===== config.mk =====
export PLATFORM = sky130hd
export DESIGN_NAME = instr_fetch
export DESIGN_NICKNAME = d
export VERILOG_FILES = /design/src/rtl/if_pkg.sv /design/src/rtl/if_fifo.sv /design/src/rtl/instr_fetch.sv
export SDC_FILE = /design/constraint.sdc
export NUM_CORES = 1
export LEC_CHECK = 0
export ABC_CLOCK_PERIOD_IN_PS = 4100
export BUFFER_PORTS_ARGS = -buffer_cell sky130_fd_sc_hd__buf_4
export CORE_ASPECT_RATIO = 0.8
export CORE_MARGIN = 2
export CORE_UTILIZATION = 45
export CTS_BUF_LIST = sky130_fd_sc_hd__clkbuf_8
export DETAILED_ROUTE_END_ITERATION = 7
export PLACE_DENSITY = 0.73
export SYNTH_ARGS = -nofsm -noshare
export SYNTH_HDL_FRONTEND = slang
export SYNTH_HIERARCHICAL = 1
export SYNTH_SLANG_ARGS = --single-unit
export TNS_END_PERCENT = 30

===== constraint.sdc =====
create_clock -name clk -period 4.1 [get_ports clk]
set_input_delay 0.82 -clock clk [delete_from_list [all_inputs] [get_ports clk]]
set_output_delay 0.82 -clock clk [all_outputs]
set_load 0.01 [all_outputs]

===== src/rtl/if_pkg.sv =====
// Shared types and constants for the instruction fetch stage.
// Holds the FSM state encoding, the NOP word and the queue entry layout.
package if_pkg;

    localparam logic [31:0] RESET_PC_DEFAULT = 32'h0000_0000;
    localparam logic [31:0] NOP              = 32'h0000_0013;

    typedef enum logic [1:0] {
        RUN    = 2'd0,
        DRAIN  = 2'd1,
        HALTED = 2'd2
    } if_state_e;

    typedef struct packed {
        logic [31:0] pc;
        logic [31:0] instr;
    } if_entry_t;

endpackage


===== src/rtl/if_fifo.sv =====
// Small synchronous FIFO of fetched {pc, instr} entries.
// Head is always slot 0; flush wins over push/pop. DEPTH must be 1..3.
module if_fifo
    import if_pkg::*;
#(
    parameter int          DEPTH    = 2,
    parameter logic [31:0] RESET_PC = RESET_PC_DEFAULT
) (
    input  logic       clk,
    input  logic       rst,
    input  logic       push,
    input  logic       pop,
    input  logic       flush,
    input  if_entry_t  din,
    output if_entry_t  head,
    output logic       full,
    output logic       empty,
    output logic [1:0] count
);

    if_entry_t  mem_q [DEPTH];
    if_entry_t  mem_d [DEPTH];
    logic [1:0] cnt_q;
    logic [1:0] cnt_d;

    // Shift out the head on pop, then write the new entry behind the tail.
    always_comb begin
        mem_d = mem_q;
        cnt_d = cnt_q;
        if (flush) begin
            cnt_d = 2'd0;
        end else begin
            if (pop && cnt_q != 2'd0) begin
                for (int i = 0; i < DEPTH - 1; i++) begin
                    mem_d[i] = mem_q[i + 1];
                end
                cnt_d = cnt_q - 2'd1;
            end
            if (push && cnt_d < 2'(DEPTH)) begin
                for (int i = 0; i < DEPTH; i++) begin
                    if (2'(i) == cnt_d) begin
                        mem_d[i] = din;
                    end
                end
                cnt_d = cnt_d + 2'd1;
            end
        end
    end

    // Storage and occupancy; slots reset to a NOP at RESET_PC.
    always_ff @(posedge clk) begin
        if (!rst) begin
            cnt_q <= 2'd0;
            for (int i = 0; i < DEPTH; i++) begin
                mem_q[i] <= '{pc: RESET_PC, instr: NOP};
            end
        end else begin
            cnt_q <= cnt_d;
            mem_q <= mem_d;
        end
    end

    assign head  = mem_q[0];
    assign empty = (cnt_q == 2'd0);
    assign full  = (cnt_q == 2'(DEPTH));
    assign count = cnt_q;

endmodule


===== src/rtl/instr_fetch.sv =====
// RV32I fetch stage: PC, imem req/ack, output queue, redirect and halt.
// IF_PREFETCH_BUF_EN: 2-entry prefetch queue, else one output register.
module instr_fetch
    import if_pkg::*;
#(
    parameter logic [31:0] RESET_PC = RESET_PC_DEFAULT
) (
    input  logic        clk,
    input  logic        rst,
    output logic        imem_req,
    output logic [31:0] imem_addr,
    input  logic        imem_ack,
    input  logic [31:0] imem_rdata,
    input  logic        stall_in_if,
    input  logic        redirect_in_if,
    input  logic [31:0] redirect_pc_in_if,
    input  logic        halt_in_if,
    output logic        valid_out_if,
    output logic [31:0] instr_out_if,
    output logic [31:0] pc_out_if,
    output logic        halt_out_if
);

`ifdef IF_PREFETCH_BUF_EN
    localparam int QDEPTH = 2;
`else
    localparam int QDEPTH = 1;
`endif

    if_state_e   state_q;
    logic [31:0] fetch_pc_q;
    logic [31:0] addr_q;
    logic        req_q;
    logic        drain_halt_q;
    logic        mis_valid_q;
    logic        halt_q;
    logic [31:0] mis_pc_q;

    logic        ack_acc;
    logic        active;
    logic        mis_tgt;
    logic        room;
    logic [31:0] pc_inc;
    logic [1:0]  cnt_next;
    logic        q_push;
    logic        q_pop;
    logic        q_flush;
    logic        q_full;
    logic        q_empty;
    logic [1:0]  q_count;
    if_entry_t   q_din;
    if_entry_t   q_head;

    // Queue control and the room check that gates the next request.
    always_comb begin
        ack_acc  = req_q && imem_ack;
        active   = (state_q != HALTED);
        mis_tgt  = (redirect_pc_in_if[1:0] != 2'b00);
        q_flush  = active && (halt_in_if || redirect_in_if);
        q_pop    = !q_empty && !mis_valid_q && !stall_in_if;
        q_push   = (state_q == RUN) && ack_acc && !halt_in_if &&
                   !redirect_in_if && (!q_full || q_pop);
        cnt_next = q_count + {1'b0, q_push} - {1'b0, q_pop};
        room     = (cnt_next < 2'(QDEPTH));
        pc_inc   = fetch_pc_q + 32'd4;
        q_din    = '{pc: addr_q, instr: imem_rdata};
    end

    if_fifo #(
        .DEPTH   (QDEPTH),
        .RESET_PC(RESET_PC)
    ) u_fifo (
        .clk  (clk),
        .rst  (rst),
        .push (q_push),
        .pop  (q_pop),
        .flush(q_flush),
        .din  (q_din),
        .head (q_head),
        .full (q_full),
        .empty(q_empty),
        .count(q_count)
    );

    // FSM: halt beats redirect, redirect beats ack/stall, then normal fetch.
    always_ff @(posedge clk) begin
        if (!rst) begin
            state_q      <= RUN;
            fetch_pc_q   <= RESET_PC;
            addr_q       <= RESET_PC;
            req_q        <= 1'b0;
            drain_halt_q <= 1'b0;
            mis_valid_q  <= 1'b0;
            halt_q       <= 1'b0;
            mis_pc_q     <= RESET_PC;
        end else begin
            if (mis_valid_q && !stall_in_if) begin
                mis_valid_q <= 1'b0;
            end
            if (active) begin
                if (halt_in_if) begin
                    mis_valid_q <= 1'b0;
                    if (req_q && !imem_ack) begin
                        state_q      <= DRAIN;
                        drain_halt_q <= 1'b1;
                    end else begin
                        state_q <= HALTED;
                        req_q   <= 1'b0;
                    end
                end else if (redirect_in_if) begin
                    fetch_pc_q <= redirect_pc_in_if;
                    if (mis_tgt) begin
                        mis_valid_q <= 1'b1;
                        halt_q      <= 1'b1;
                        mis_pc_q    <= redirect_pc_in_if;
                    end
                    if (req_q && !imem_ack) begin
                        state_q      <= DRAIN;
                        drain_halt_q <= drain_halt_q || mis_tgt;
                    end else if (mis_tgt || drain_halt_q) begin
                        state_q <= HALTED;
                        req_q   <= 1'b0;
                    end else begin
                        state_q <= RUN;
                        req_q   <= 1'b1;
                        addr_q  <= redirect_pc_in_if;
                    end
                end else if (state_q == DRAIN) begin
                    if (ack_acc) begin
                        if (drain_halt_q) begin
                            state_q <= HALTED;
                            req_q   <= 1'b0;
                        end else begin
                            state_q <= RUN;
                            req_q   <= 1'b1;
                            addr_q  <= fetch_pc_q;
                        end
                    end
                end else begin
                    if (ack_acc) begin
                        fetch_pc_q <= pc_inc;
                    end
                    if (!req_q || imem_ack) begin
                        req_q  <= room;
                        addr_q <= ack_acc ? pc_inc : fetch_pc_q;
                    end
                end
            end
        end
    end

    assign imem_req     = req_q;
    assign imem_addr    = addr_q;
    assign valid_out_if = mis_valid_q || !q_empty;
    assign pc_out_if    = halt_q ? mis_pc_q : q_head.pc;
    assign instr_out_if = halt_q ? NOP : q_head.instr;
    assign halt_out_if  = halt_q;

endmodule


### After elaboration in Yosys (flattened, before gate mapping)

Cells that the tools add are included.

* $add $sub $neg: 5
* multipliers: 0
* div/mod/pow operators: 0
* magnitude comparators: 2
* equal/unequal tests: 10
* shift-type cells: 0
* mux-type cells: 41
* bitwise operators: 3
* reductions and logical operators: 43

Operators with widths (count)
* $mux 32: 12
* $add 32x3->32 const B: 1
* $mux 2: 11
* $mux 1: 18
* $logic_and 1x1->1: 12
* $reduce_and 3->1: 4
* $ne 2x2->1 const B: 5
* $reduce_bool 3->1: 3
* $logic_not 1->1: 8
* $reduce_and 7->1: 1
* $logic_not 2->1: 3
* $ne 3x3->1 const B: 2
* $reduce_bool 2->1: 3
* $logic_or 1x1->1: 5
* $reduce_and 5->1: 1
* $eq 2x1->1 const B: 2
* $lt 2x1->1 const B: 2
* $ne 4x4->1 const B: 1
* $reduce_and 4->1: 1
* $reduce_bool 4->1: 1
* $not 1->1: 3
* $add 2x1->2: 1
* $add 2x1->2 const B: 1
* $reduce_or 2->1: 1
* 2 further kinds: 2

* register bits after elaboration: 168
* latch bits: 0
* memory bits (writable): 0
* ROM bits: 0
* input bits: 70
* output and inout bits: 99
* memories: 0

### Logic depth before layout (Yosys ltp)

* word-level depth: 13
* mapped depth: 11
* depth with buffers taken out: 11

### Cells and area by module

The synthesis kept the hierarchy.

Modules (own cells, without submodules)
* instr_fetch: instances 1, cells an instance 810, area each 6169.7 um^2, seq. area each 2042.0 um^2
* if_fifo: instances 1, cells an instance 296, area each 2791.4 um^2, seq. area each 1321.3 um^2

### Least setup slack after synthesis

OpenSTA, ideal clock, no wires.

* kind: input to register
* from: input port redirect_in_if
* to: register req_q, in the netlist imem_req
* library setup time: 0.128 ns
* data arrival time: 2.440 ns
* slack: 1.532 ns
* stages on the path: 10
* buffers on the path: 2
* cells stage by stage: clkbuf_1 -> buf_1 -> nor2_1 -> o2111a_1 -> ha_1 -> xnor2_1 -> xnor2_1 -> o21bai_1 -> a22oi_1 -> nor2_1

* cells in the longest elaborated chain, start to end: 10

RTL lines
* start: declaration: line instr_fetch.sv:15 `input logic redirect_in_if,`
* $logic_not 1->1: line instr_fetch.sv:62 `!redirect_in_if && (!q_full || q_pop);`
* $logic_and 1x1->1: line instr_fetch.sv:61 `q_push = (state_q == RUN) && ack_acc && !halt_in_if &&`
* $logic_and 1x1->1: line instr_fetch.sv:62
* net q_push: line instr_fetch.sv:45 `logic q_push;`
* $add 2x1->2: line instr_fetch.sv:63 `cnt_next = q_count + {1'b0, q_push} - {1'b0, q_pop};`
* $sub 2x1->2: line instr_fetch.sv:63
* $lt 2x1->1: line instr_fetch.sv:64 `room = (cnt_next < 2'(QDEPTH));`
* $mux 1: line instr_fetch.sv:143 `if (!req_q || imem_ack) begin`
* $mux 1: line instr_fetch.sv:128 `end else if (state_q == DRAIN) begin`
* $mux 1: line instr_fetch.sv:110 `end else if (redirect_in_if) begin`
* $mux 1: line instr_fetch.sv:101 `if (halt_in_if) begin`
* end signal: assignment: line instr_fetch.sv:144 `req_q <= room;`
* end: declaration: line instr_fetch.sv:33 `logic req_q;`

The timed path passes the listed nets, and every way through them passes these cells. The select of a mux whose other input is x is not followed.
A chain may end at the register's enable or synchronous reset.

### Worst setup path after layout

* from: register halt_q, in the netlist halt_out_if
* to: output port instr_out_if[4]

* cells in the longest elaborated chain, start to end: 1

RTL lines
* start: declaration: line instr_fetch.sv:36 `logic halt_q;`
* start signal: assignment: line instr_fetch.sv:94 `halt_q <= 1'b0;`
* start signal: assignment: line instr_fetch.sv:114 `halt_q <= 1'b1;`
* $mux 32: line instr_fetch.sv:156 `assign instr_out_if = halt_q ? NOP : q_head.instr;`
* end: declaration: line instr_fetch.sv:19 `output logic [31:0] instr_out_if,`

Every way passes these cells.

==> impl_metrics.xml <==
<?xml version="1.0" encoding="UTF-8"?>
<metrics>
  <group name="status">
    <metric name="status" unit="">completed</metric>
  </group>
  <group name="die">
    <metric name="initial_core_util" unit="%">45.5</metric>
    <metric name="core" unit="um^2">19700</metric>
    <metric name="core.rowCount" unit="">46</metric>
    <metric name="floorplan.die.width" unit="um">162</metric>
    <metric name="die_height" unit="um">130</metric>
    <metric name="io-pin-count" unit="">169</metric>
    <metric name="die_area" unit="um^2">21100</metric>
  </group>
  <group name="synthesis">
    <metric name="synth_enable_flop_cells" unit="">0</metric>
    <metric name="synth_area_leaders" unit="">sky130_fd_sc_hd__dfxtp_1 38%, sky130_fd_sc_hd__nand2_1 11%, sky130_fd_sc_hd__a21boi_2 7.2%, sky130_fd_sc_hd__mux2_2 4.5%, sky130_fd_sc_hd__a21oi_1 3.0%</metric>
    <metric name="synthesis.instances" unit="">1106</metric>
    <metric name="synth_seq_area_share" unit="%">37.5</metric>
    <metric name="netlist.area_leader.share" unit="%">37.5</metric>
    <metric name="synth_area_per_cell" unit="um^2">8.10</metric>
    <metric name="yosysWarningCount" unit="">6</metric>
    <metric name="yosys_register_bits" unit="">168</metric>
    <metric name="syn-num-nets" unit="">1182</metric>
    <metric name="synthDominantAreaCellType" unit="">sky130_fd_sc_hd__dfxtp_1</metric>
    <metric name="synth_cell_types" unit="">67</metric>
    <metric name="synthArstFlopShare" unit="%">0</metric>
    <metric name="synth.cell_area" unit="um^2">8960</metric>
    <metric name="synth_top_flop_cell" unit="">sky130_fd_sc_hd__dfxtp_1</metric>
  </group>
  <group name="worst_setup_path">
    <metric name="timing.critical_path.cells" unit="">buf_4 &gt; or2_2 &gt; buf_4</metric>
    <metric name="worstReg2RegStart" unit="">u_fifo/count[0]</metric>
    <metric name="critPathMaxFanout" unit="">46</metric>
    <metric name="timing.critical_path.buf_inv" unit="">2</metric>
    <metric name="timing.critical_path.slowest_stage_cell" unit="">sky130_fd_sc_hd__dfxtp_2</metric>
    <metric name="cp_common_cell" unit="">sky130_fd_sc_hd__buf_4</metric>
    <metric name="crit_path_max_incr_delay" unit="ns">1.07</metric>
    <metric name="critPathLaunchType" unit="">flip-flop</metric>
    <metric name="crit_required" unit="ns">3.28</metric>
    <metric name="worst-endpoint-arrival" unit="ns">2.19</metric>
    <metric name="cell_depth_of_the_worst_flop_to_flop_path" unit="">10</metric>
    <metric name="rr_endpoint" unit="">u_fifo/head[54]</metric>
    <metric name="setup.worst_path.end_class" unit="">output pin</metric>
    <metric name="worstSetupPathType" unit="">flip-flop to output pin</metric>
    <metric name="regToRegSetupSlack" unit="ns">1.13</metric>
    <metric name="timing.critical_path.max_delay_family" unit="">flip-flops</metric>
  </group>
  <group name="sta">
    <metric name="achievable-frequency" unit="GHz">0.332</metric>
    <metric name="timing.max_slew.rel_slack" unit="%">16.1</metric>
    <metric name="finalWorstPathRequiredPeriod" unit="ns">3.01</metric>
    <metric name="drv_slew" unit="">0</metric>
    <metric name="min_period_over_period" unit="%">73.5</metric>
    <metric name="worst_slew_pin_slew" unit="ns">1.25</metric>
    <metric name="rsz_0062_raised_after_global_routing" unit="">false</metric>
    <metric name="setup_viol_count_final" unit="">0</metric>
    <metric name="fin_setup_tns" unit="ns">0</metric>
    <metric name="final.setup_skew" unit="ns">0.0179</metric>
    <metric name="count_of_final_hold_check_violations" unit="">0</metric>
  </group>
  <group name="cts">
    <metric name="numCtsBuffers" unit="">17</metric>
    <metric name="ctsRootBufferMaster" unit="">sky130_fd_sc_hd__clkbuf_8</metric>
    <metric name="cts_resized" unit="">0</metric>
    <metric name="cts_hold_repair.buffers" unit="">0</metric>
    <metric name="cts.sinks" unit="">168</metric>
    <metric name="htree_levels" unit="">4</metric>
    <metric name="clock_tree.buffer_depth" unit="">2</metric>
    <metric name="post_cts_buffers" unit="">0</metric>
    <metric name="clk_lat_worst_skew" unit="ns">0.47</metric>
    <metric name="tritoncts" unit="">yes</metric>
    <metric name="clk_transition_reported_paths" unit="ns">0.09</metric>
  </group>
  <group name="cells_and_area">
    <metric name="nets" unit="">1293</metric>
    <metric name="final_instance_count_without_filler_cells" unit="">1493</metric>
    <metric name="drive_gt1_share" unit="%">26.5</metric>
    <metric name="fillers" unit="">1864</metric>
    <metric name="design_area" unit="um^2">10700</metric>
    <metric name="layout_common_cells" unit="">262 x sky130_fd_sc_hd__nand2_1, 185 x sky130_fd_sc_hd__buf_4, 167 x sky130_fd_sc_hd__dfxtp_1</metric>
    <metric name="ff_latch_area" unit="um^2">3360</metric>
    <metric name="utilization" unit="%">54.5</metric>
    <metric name="mostFrequentLayoutCell" unit="">sky130_fd_sc_hd__nand2_1</metric>
    <metric name="multi_input_combinational_cell_area" unit="um^2">5110</metric>
    <metric name="synthToLayoutAreaGrowth" unit="%">19.6</metric>
    <metric name="num_antenna_cells" unit="">0</metric>
  </group>
  <group name="global_routing">
    <metric name="grt_pass1_vias" unit="">7627</metric>
    <metric name="grt_max_degree" unit="">99</metric>
    <metric name="grt_antenna_before_repair" unit="">0</metric>
    <metric name="grt_remaining_overflow" unit="">0</metric>
    <metric name="grt_first_pass_wirelength" unit="um">40700</metric>
    <metric name="globalRouteTotalUtil" unit="%">24.1</metric>
  </group>
  <group name="drt">
    <metric name="routed_wirelength" unit="um">25600</metric>
    <metric name="viasPerCell" unit="">5.69</metric>
    <metric name="ant_nets" unit="">0</metric>
    <metric name="firstDrtPassIters" unit="">5</metric>
    <metric name="drc" unit="">0</metric>
    <metric name="detailroute.via_count" unit="">8496</metric>
    <metric name="drt-wirelength-per-cell" unit="um">17.1</metric>
    <metric name="first_iter_violations" unit="">834</metric>
  </group>
  <group name="hold_path">
    <metric name="hold_path.startpoint" unit="">mis_pc_q[1]</metric>
    <metric name="holdPathEnd" unit="">mis_pc_q[1]</metric>
    <metric name="hp-class" unit="">flip-flop to flip-flop</metric>
    <metric name="whs_path_depth" unit="">2</metric>
  </group>
  <group name="job">
    <metric name="timing.max_cap.violations" unit="">0</metric>
  </group>
  <group name="pwr">
    <metric name="leakage_power" unit="nW">4.00</metric>
    <metric name="power_density" unit="nW/um^2">333</metric>
    <metric name="ir_drop_worst_case_vdd" unit="V">0.000205</metric>
    <metric name="design_power_total" unit="W">0.00357</metric>
  </group>
  <group name="placement">
    <metric name="post-place-cells" unit="">1462</metric>
    <metric name="io_buffers" unit="">168</metric>
    <metric name="routabilityCongestion" unit="">0.908</metric>
    <metric name="place_hpwl" unit="um">17500</metric>
    <metric name="dpl_cell_area" unit="um^2">10300</metric>
  </group>
</metrics>
-- power breakdown --
part           internal, W  switching, W  total (W)
clock network     0.000758      0.000637    0.00139
registers          0.00168     0.0000743    0.00176
logic             0.000187      0.000233   0.000420
-- state kept, by name, summed over array words and instances (netlist names) --
register / flops
state_q: 2
u_fifo/head: 64
mis_pc_q: 32
imem_addr: 32
halt_out_if: 1
mis_valid_q: 1
drain_halt_q: 1
imem_req: 1
fetch_pc_q: 32
u_fifo/count: 2
-- cell type report --
type / count / share of cell area (%)
clock buffers: 19 / 2.44
clock inverters: 12 / 1.86
inverters: 13 / 0.455
multi-input cells: 831 / 47.6
flip-flops and latches: 168 / 31.4
well taps: 264 / 3.08
repair buffers: 186 / 13.1
-- worst register-to-register path, stage by stage (launching register included) --
cell	delay, ns
sky130_fd_sc_hd__dfxtp_1	0.37
sky130_fd_sc_hd__inv_1	0.08
sky130_fd_sc_hd__ha_1	0.23
sky130_fd_sc_hd__nor3_1	0.36
sky130_fd_sc_hd__nand2b_1	0.16
sky130_fd_sc_hd__xnor2_1	0.26
sky130_fd_sc_hd__ha_1	0.25
sky130_fd_sc_hd__and3b_2	0.66
sky130_fd_sc_hd__buf_12	0.30
sky130_fd_sc_hd__nand2_1	0.12
sky130_fd_sc_hd__a21boi_2	0.14
-- metal layers --
layer	global-route usage (%)	wire, um	share of wire (%)
met1	35.3	12000	47
met2	35.5	11000	43
met3	5.15	2200	8.6
met4	7.44	429	1.7
met5	0	0	0
-- Yosys cell counts (9+ instances only) --
cell	number
sky130_fd_sc_hd__o22ai_1	12
sky130_fd_sc_hd__nand3_1	24
sky130_fd_sc_hd__o21ai_0	41
sky130_fd_sc_hd__buf_2	17
sky130_fd_sc_hd__nand4_1	17
sky130_fd_sc_hd__nor2_1	48
sky130_fd_sc_hd__mux2_2	36
sky130_fd_sc_hd__nor4_1	18
sky130_fd_sc_hd__dfxtp_1	168
sky130_fd_sc_hd__nor3_1	29
sky130_fd_sc_hd__inv_1	10
sky130_fd_sc_hd__a22oi_1	9
sky130_fd_sc_hd__a21boi_2	57
sky130_fd_sc_hd__nand2_1	262
sky130_fd_sc_hd__clkbuf_1	60
sky130_fd_sc_hd__xnor2_1	9
sky130_fd_sc_hd__nand2b_1	23
sky130_fd_sc_hd__o211ai_1	9
sky130_fd_sc_hd__nor2b_1	38
sky130_fd_sc_hd__a21oi_1	54
sky130_fd_sc_hd__mux2i_1	10
-- stage by stage --
step,hold WS [ns],setup WS [ns]
floorplan,0.432,1.53
detailed placement,0.447,0.944
global route,0.476,0.884
global placement,0.439,0.996
finish,0.455,1.09
CTS,0.460,0.985
-- cell families (layout without fill, tap and decap cells) --
kind of cell | Yosys count | in the layout | share of synthesized area, %
buffers and inverters | 107 | 230 | 5.82
flip-flops | 168 | 168 | 37.5
AO/OA/AOI/OAI | 265 | 265 | 22.6
AND/OR/NAND/NOR | 497 | 497 | 25.9
adder cells (fa/ha/maj) | 6 | 6 | 0.838
multiplexers | 46 | 46 | 5.64
XOR/XNOR | 17 | 17 | 1.66
-- worst max-delay path by stage --
stage                       to  depth (start not counted)      startpoint  slack [ns]
5_1_grt        instr_out_if[1]                          3     halt_out_if        0.88
6_report       instr_out_if[4]                          3     halt_out_if        1.09
3_5_place_dp   u_fifo/head[54]                          9     stall_in_if        0.94
2_1_floorplan         imem_req                         10  redirect_in_if        1.53
4_1_cts        instr_out_if[4]                          3     halt_out_if        0.99
3_3_place_gp   u_fifo/head[28]                          9     stall_in_if         1.0
(Power assumes the default switching activity.)
